### src/rtl/shift_pkg.sv
`default_nettype none
// ============================================================================
//  Module      : shift_pkg
//  Description : Shared widths and the command record for the shift-command
//                queue that feeds the 8-bit barrel shifter.
//                  DATA_W  - operand width (shifter IN/OUT)
//                  SHIFT_W - shift amount width (2**SHIFT_W == DATA_W)
//                  CMD_W   - width of one packed queue entry
//  Revision    : 1.0 - initial release
// ============================================================================
package shift_pkg;

    localparam int DATA_W  = 8;
    localparam int SHIFT_W = 3;
    localparam int CMD_W   = DATA_W + 1 + SHIFT_W;

    // One queued command. Field order matches the storage bit layout
    // {data, dir, shift}, data in the MSBs.
    typedef struct packed {
        logic [DATA_W-1:0]  data;
        logic               dir;    // 1 = right, 0 = left
        logic [SHIFT_W-1:0] shift;
    } shift_cmd_t;

endpackage : shift_pkg
`default_nettype wire

### src/rtl/shift_cmd_mem.sv
`default_nettype none
// ============================================================================
//  Module      : shift_cmd_mem
//  Description : DEPTH x W register array, one synchronous write port and one
//                asynchronous read port. Storage carries no reset: an entry is
//                only observed after it has been written, and the queue
//                control forces the outputs to zero while empty.
//  Ports       : clk            - rising-edge clock
//                we/waddr/wdata - write strobe, address, data
//                raddr/rdata    - combinational read address and data
//  Revision    : 1.0 - initial release
// ============================================================================
module shift_cmd_mem
    import shift_pkg::*;
#(
    parameter int DEPTH = 4,
    parameter int W     = CMD_W,
    parameter int AW    = $clog2(DEPTH)
) (
    input  logic          clk,
    input  logic          we,
    input  logic [AW-1:0] waddr,
    input  logic [W-1:0]  wdata,
    input  logic [AW-1:0] raddr,
    output logic [W-1:0]  rdata
);

    logic [W-1:0] r_mem [DEPTH];

    always_ff @(posedge clk) begin
        if (we) begin
            r_mem[waddr] <= wdata;
        end
    end

    assign rdata = r_mem[raddr];

endmodule : shift_cmd_mem
`default_nettype wire

### src/rtl/shift_cmd_fifo.sv
`default_nettype none
// ============================================================================
//  Module      : shift_cmd_fifo
//  Description : First-word fall-through valid/ready queue of shift commands
//                (data, direction, amount) in front of the combinational
//                barrel shifter. The head entry drives the shifter directly.
//  Ports       : clk, rst_n                  - clock, async active-low reset
//                in_valid/in_ready           - producer handshake
//                in_data/in_dir/in_shift     - command pushed
//                out_valid/out_ready         - shifter-side handshake
//                out_data/out_dir/out_shift  - head command (0 while empty)
//                level                       - occupancy 0..DEPTH
//  Config      : SHIFT_CMD_LEVEL_EN - when defined, the level port exists and
//                reflects the registered occupancy; otherwise it is absent.
//  Revision    : 1.0 - initial release
// ============================================================================
module shift_cmd_fifo
    import shift_pkg::*;
#(
    parameter int DATA_W  = shift_pkg::DATA_W,
    parameter int SHIFT_W = shift_pkg::SHIFT_W,
    parameter int DEPTH   = 4
) (
    input  logic               clk,
    input  logic               rst_n,
    input  logic               in_valid,
    output logic               in_ready,
    input  logic [DATA_W-1:0]  in_data,
    input  logic               in_dir,
    input  logic [SHIFT_W-1:0] in_shift,
    output logic               out_valid,
    input  logic               out_ready,
    output logic [DATA_W-1:0]  out_data,
    output logic               out_dir,
`ifdef SHIFT_CMD_LEVEL_EN
    output logic [SHIFT_W-1:0] out_shift,
    output logic [$clog2(DEPTH):0] level
`else
    output logic [SHIFT_W-1:0] out_shift
`endif
);

    localparam int AW = $clog2(DEPTH);
    localparam int W  = DATA_W + 1 + SHIFT_W;

    localparam logic [AW:0] c_full = (AW+1)'(DEPTH);

    logic [AW-1:0] r_wr_ptr;
    logic [AW-1:0] r_rd_ptr;
    logic [AW:0]   r_count;

    logic          w_push;
    logic          w_pop;
    logic [W-1:0]  w_head;

    // Both flags come from registered state only: a pop in the same cycle
    // does not open a slot for a push while full.
    assign in_ready  = (r_count != c_full);
    assign out_valid = (r_count != '0);

    assign w_push = in_valid  & in_ready;
    assign w_pop  = out_valid & out_ready;

    always_ff @(posedge clk or negedge rst_n) begin
        if (!rst_n) begin
            r_wr_ptr <= '0;
            r_rd_ptr <= '0;
            r_count  <= '0;
        end else begin
            // Pointers are exactly AW bits wide, so the increment wraps
            // DEPTH-1 -> 0 on its own (DEPTH is a power of two).
            if (w_push) begin
                r_wr_ptr <= r_wr_ptr + 1'b1;
            end
            if (w_pop) begin
                r_rd_ptr <= r_rd_ptr + 1'b1;
            end
            case ({w_push, w_pop})
                2'b10:   r_count <= r_count + 1'b1;
                2'b01:   r_count <= r_count - 1'b1;
                default: r_count <= r_count;
            endcase
        end
    end

    shift_cmd_mem #(
        .DEPTH (DEPTH),
        .W     (W),
        .AW    (AW)
    ) u_mem (
        .clk   (clk),
        .we    (w_push),
        .waddr (r_wr_ptr),
        .wdata ({in_data, in_dir, in_shift}),
        .raddr (r_rd_ptr),
        .rdata (w_head)
    );

    // Head fields are masked while empty so the shifter never sees stale
    // storage contents (including right after a flush).
    assign out_data  = out_valid ? w_head[W-1 -: DATA_W]   : '0;
    assign out_dir   = out_valid ? w_head[SHIFT_W]          : 1'b0;
    assign out_shift = out_valid ? w_head[SHIFT_W-1:0]      : '0;

`ifdef SHIFT_CMD_LEVEL_EN
    assign level = r_count;
`endif

endmodule : shift_cmd_fifo
`default_nettype wire

### config.mk
export PLATFORM = sky130hd
export DESIGN_NAME = shift_cmd_fifo
export DESIGN_NICKNAME = d
export VERILOG_FILES = /design/src/rtl/shift_pkg.sv /design/src/rtl/shift_cmd_mem.sv /design/src/rtl/shift_cmd_fifo.sv
export SDC_FILE = /design/constraint.sdc
export NUM_CORES = 1
export LEC_CHECK = 0
export ABC_AREA = 1
export BUFFER_PORTS_ARGS = -buffer_cell sky130_fd_sc_hd__clkbuf_2
export CORE_MARGIN = 5
export CORE_UTILIZATION = 51
export CTS_CLUSTER_DIAMETER = 60
export DETAILED_ROUTE_END_ITERATION = 10
export MAX_ROUTING_LAYER = met4
export PLACE_DENSITY = 0.81
export RECOVER_POWER = 25
export SLEW_MARGIN = 5
export SYNTH_ARGS = -nofsm -noshare
export SYNTH_HDL_FRONTEND = slang
export SYNTH_SLANG_ARGS = --single-unit
### constraint.sdc
create_clock -name clk -period 2.6 [get_ports clk]
set_input_delay 0.52 -clock clk [delete_from_list [all_inputs] [get_ports clk]]
set_output_delay 0.52 -clock clk [all_outputs]
set_load 0.02 [all_outputs]
== Yosys cells after proc, flatten, opt, wreduce, memory -nomap -nowiden ==
Memory sizes are Yosys's and may differ from the RTL's.
Cells that the tools add are included.

* Memories: 1
* Word-level logic and storage cells: 21
* Input bits: 16
* Output and inout port bits: 14
* Bits in registers: 7
* Bits in writable memories: 48

* Eq/ne operators: 3
* $add $sub $neg: 4
* Multiplexer cells: 6
* Reduce and logical (&&, ||, !) cells: 2
* Bitwise operators: 2

{| class="wikitable"
|+ Memories
! memory !! words !! width !! read ports !! clocked after Yosys merged registers in !! write ports !! RTL line !! RTL
|-
| u_mem.r_mem || 4 || 12 || 1 || 0 || 1 || shift_cmd_mem.sv:28 || <nowiki>logic [W-1:0] r_mem [DEPTH];</nowiki>
|}

{| class="wikitable"
|+ Operators with widths
! operator !! count
|-
| $mux W8 || 1
|-
| $pmux W3 S2 || 1
|-
| $add A2 B1 Y2 const B || 2
|-
| $add A3 B1 Y3 const B || 1
|-
| $mux W1 || 3
|-
| $mux W3 || 1
|-
| $ne A3 B3 Y1 const B || 1
|-
| $reduce_bool A3 Y1 || 1
|-
| $sub A3 B1 Y3 const B || 1
|-
| $and A1 B1 Y1 || 2
|-
| $eq A2 B1 Y1 const B || 1
|-
| $eq A2 B2 Y1 const B || 1
|-
| $reduce_bool A2 Y1 || 1
|}

== Depth between registers and ports, before layout ==
* Depth in word-level cells: 4
* Depth in mapped cells: 12
* Mapped depth without buffers: 12

== Modules after synthesis ==
A second synthesis with hierarchy kept.

* Cell total of the unflattened synthesis: 271
* Area, all modules: 2,651.3 sq um

{| class="wikitable"
|+ By module, submodules not included
! module !! area each (sq um) !! cells each !! instances !! seq. area each (sq um)
|-
| shift_cmd_mem || 2,102.0 || 196 || 1 || 1,441.4
|-
| shift_cmd_fifo || 549.3 || 75 || 1 || 175.2
|}

== Worst setup path before layout ==
No wires, ideal clock.

* Path kind: register to register
* From: register r_count[1]
* To: register r_count[2]
* Arrival time: 1.780 ns
* Cell stages (with the launch flop): 11
* Slack: 0.703 ns
* Setup time: 0.117 ns
* Data required time: 2.483 ns
* Period minus slack after synthesis: 1.897 ns
* Buffers on the path: 0
* Cells stage by stage: dfrtp_1 inv_1 nand3_1 nand2_2 ha_1 inv_1 fa_1 nand2_1 nand3_1 nand2_1 nand2_1

* Longest elaborated chain between the ends: 4
* Elaborated cells between the ends (all ways): 10
* Classes of those cells: 2 x add/sub; 3 x eq/ne; 1 x mux; 2 x bitwise; 2 x reduce/logical

{| class="wikitable"
|+ RTL lines
! item !! RTL line !! RTL
|-
| start, declared || shift_cmd_fifo.sv:50 || <nowiki>logic [AW:0] r_count;</nowiki>
|-
| start signal, assigned || shift_cmd_fifo.sv:79 || <nowiki>2'b10: r_count <= r_count + 1'b1;</nowiki>
|-
| start signal, assigned || shift_cmd_fifo.sv:80 || <nowiki>2'b01: r_count <= r_count - 1'b1;</nowiki>
|-
| start signal, assigned || shift_cmd_fifo.sv:81 || <nowiki>default: r_count <= r_count;</nowiki>
|-
| $ne A3 B3 Y1 * || shift_cmd_fifo.sv:58 || <nowiki>assign in_ready = (r_count != c_full);</nowiki>
|-
| named net in_ready || shift_cmd_fifo.sv:27 || <nowiki>output logic in_ready,</nowiki>
|-
| $and A1 B1 Y1 * || shift_cmd_fifo.sv:61 || <nowiki>assign w_push = in_valid & in_ready;</nowiki>
|-
| $eq A2 B1 Y1 / $eq A2 B2 Y1 (equally long branches) || shift_cmd_fifo.sv:78 || <nowiki>case ({w_push, w_pop})</nowiki>
|-
| $pmux W3 S2 / $reduce_bool A2 Y1 (equally long branches) || -- ||
|}

The timed path passes the listed nets; every way through them passes the cells marked *.
A chain may end at the register's enable or synchronous reset.

== Final worst setup path ==
* From: register r_rd_ptr[1]
* To: output out_data[0]

* Longest elaborated chain between the ends: 2

{| class="wikitable"
|+ RTL lines
! item !! RTL line !! RTL
|-
| start, declared || shift_cmd_fifo.sv:49 || <nowiki>logic [AW-1:0] r_rd_ptr;</nowiki>
|-
| start signal, assigned || shift_cmd_fifo.sv:76 || <nowiki>r_rd_ptr <= r_rd_ptr + 1'b1;</nowiki>
|-
| $mem_v2 Z4 W12 || -- ||
|-
| $mux W8 || shift_cmd_fifo.sv:101 || <nowiki>assign out_data = out_valid ? w_head[W-1 -: DATA_W] : '0;</nowiki>
|-
| end, declared || shift_cmd_fifo.sv:33 || <nowiki>output logic [DATA_W-1:0] out_data,</nowiki>
|}

Every way passes these cells.

==> summary.txt <==
Drt
  – Met2 WL: around 2200 um
  – DR DRC count: 0
  – Antenna-violating nets left: 0
  – Initial DRC count: 93
  – Met3 Routed Length: 261 um
  – Vias: 1651
  – Highest metal used: met4
  – Drt first pass iters: 4
  – Via density: approximately 4.7
  – Wl on met1: around 1800 um
  – Routed WL: approximately 4400 um
  – WL per Instance: roughly 13 um

Setup path
  – Worst setup SP type: flop
  – Worst Setup End Kind: output pin
  – Critical path required time: around 2100 ps
  – Maximum fanout along the worst path: 15
  – Worst EP arrival: around 1700 ps
  – Critical path type: reg2out

Power
  – Power per cell area: 1140 mW/mm^2
  – Max VDD drop: approximately 0.00050 V
  – Leak Pwr: 1.35 nW

CTS
  – Clock Root Buffer: clkbuf_8
  – Clock Latency Late Sink: between 300 and 400 ps
  – Clock sink count: between 50 and 60
  – # Post-CTS Setup Buffers: 0
  – Clock Path Buffers: 2
  – Htree depth: 2
  – # hold bufs at CTS: 0
  – Cells resized by post-CTS repair: 0
  – Worst-path clk slew: approximately 90 ps
  – CTS tree: yes
  – Num CTS Buffers: 5

Logic synthesis
  – Post-synth cell types: 20
  – Register area share after synthesis: 62.2%
  – Synth warnings: 0
  – Avg Cell Area, Syn: 10.5 um^2
  – #FFs+latches synth: 55
  – Post-Syn Instances: 247
  – Synth Cell Area: between 0.002 and 0.003 mm^2
  – Syn Nets: around 270

Finish
  – Fin area: 0.00291 mm^2
  – Nets: 302
  – Layout Area Growth over Synthesis: 11.9%
  – Post-route core utilization: just under 60%
  – Antenna diodes: 0
  – Proportion of layout cells with a drive suffix above 1: between 20% and 30%
  – Filler Cell Count: between 400 and 500

Placement
  – Routability congestion estimate from global placement: between 0.7 and 0.8
  – Post-Place Worst Slack: roughly 650 ps
  – Number of port buffers: 29
  – Placed cell areas: around 0.0028 mm^2
  – Hpwl dp: between 2000 and 3000 um

STA
  – Fin. Hold Viols: 0
  – Clock Skew: 6.69 ps
  – Hold slack: between 100 and 150 ps
  – Final setup viols: 0
  – Setup WS post-layout: around 340 ps
  – Fin crit share: 86.8%
  – Max-slew violations: 0
  – Worst-margin pin slew: between 500 and 600 ps
  – RSZ-0062 raised after global routing: no
  – Fmax: around 440 MHz
  – Setup TNS: 0 ps
  – Relative slew slack: ~63%
  – Tmin final: about 2300 ps

Global route
  – Initial antenna violation count: 0
  – Vias in the first global route: ~1600
  – First-pass GRT wire length: 7410 um
  – All-Layer GR Usage: between 15 and 20%
  – Grt ovf: 0
  – Largest net degree at the start of global routing: 26

Die
  – Row count: 26
  – Die width: between 80 and 90 um
  – Initial Utilization: 51.6%
  – Die area: approximately 0.0066 mm^2
  – Core area: about 0.005 mm^2
  – Die Span Y: slightly above 80 um
  – I/O Pins: 30

Flow run
  – Max-cap viol count: 0

Hold path
  – Hold crit path type: in2async

Run status
  – Outcome: finished, final reports clean
synthesized netlist by cell type:
library cell  count  share of area (%)
inv_1            61                8.8
nand2_1          51                7.4
edfxtp_1         48                 55
nand3_1          22                4.2
nand2_2          11                2.6
nand3_2           8                3.1
a21oi_2           7                2.4
dfrtp_1           7                6.7
a21oi_1           5               0.96
ha_1              5                2.4
buf_2             4               0.77
buf_6             4                1.7
nor2_1            4               0.58
inv_2             2               0.29
o21ai_0           2               0.39
xnor2_1           2               0.67
buf_4             1               0.29
fa_1              1               0.77
inv_4             1               0.24
nand4_1           1               0.24
critical path: stages (launching register included):
cell and delay [ps]:
dfrtp_1 590, inv_2 350, nand3_1 110, a21oi_1 170, clkbuf_2 200
placed cells by master, fill, tap and decap left out:
cell type,synthesis,final
clkbuf_2,0,22
bufinv_16,0,1
a21oi_1,5,5
nand4_1,1,1
clkbuf_1,0,7
edfxtp_1,48,48
clkinv_4,0,1
nand3_1,22,22
nand2_2,11,11
nor2_1,4,4
nand3_2,8,8
nand2_1,51,51
inv_2,2,2
ha_1,5,5
inv_1,61,61
clkinv_2,0,1
inv_4,1,1
o21ai_0,2,2
xnor2_1,2,2
fa_1,1,1
a21oi_2,7,7
buf_4,1,6
dfrtp_1,7,7
clkbuf_8,0,5
final timing paths:
kind	startpoint	end	slack, ps	cells after the start
max in group asynchronous	rst_n	r_count[1]	2190	1
worst max-delay path	r_rd_ptr[1]	out_data[0]	340	4
min in group clk	in_data[1]	u_mem.r_mem[0][5]	430	1
worst max register to register	r_count[1]	r_count[2]	690	10
worst min register to register	r_count[1]	r_count[1]	500	2
worst min-delay path	rst_n	r_wr_ptr[0]	110	1
flip-flops by register name (all words and copies together), names as in the netlist:
register and flops:
r_count 3, r_wr_ptr 2, u_mem.r_mem 48, r_rd_ptr 2
cell families after synthesis:
logic type	after synthesis	synth area share, %
AND/OR/NAND/NOR	97	18.1
buffers and inverters	73	12.1
flip-flops	55	62.2
AO/OA/AOI/OAI	14	3.71
adder cells (fa/ha/maj)	6	3.18
XOR/XNOR	2	0.674
layer usage:
| metal | GRT usage (%) | vias up |
|---|---|---|
| met4 | 8.95 | 0 |
| met3 | 3.44 | 11 |
| met5 | - | - |
| li1 | - | 838 |
| met1 | 18.7 | 758 |
| met2 | 25.2 | 44 |
stage by stage:
step / total power [W] / instances
final: 0.00330 / 351
after global routing: 0.00356 / 351
after global placement: 0.00275 / 343
after detailed placement: 0.00279 / 343
after CTS: 0.00334 / 351
after floorplan: 0.00243 / 247
layout make-up:
cell class | instances | area [um^2] | share of cell area [%]
flip-flops and latches | 55 | 1620 | 55.6
repair buffers | 35 | 181 | 6.24
clock inverters | 3 | 43.8 | 1.51
clock buffers | 5 | 68.8 | 2.37
inverters | 64 | 243 | 8.34
multi-input cells | 119 | 668 | 23.0
well taps | 70 | 87.6 | 3.01
power by group:
part	total, W	internal, W	switching, W
Clock	0.000548	0.000287	0.000261
Sequential	0.00131	0.00118	0.000130
Combinational	0.00145	0.000485	0.000965
Total	0.00330	0.00195	0.00136
(Power assumes the default switching activity.)
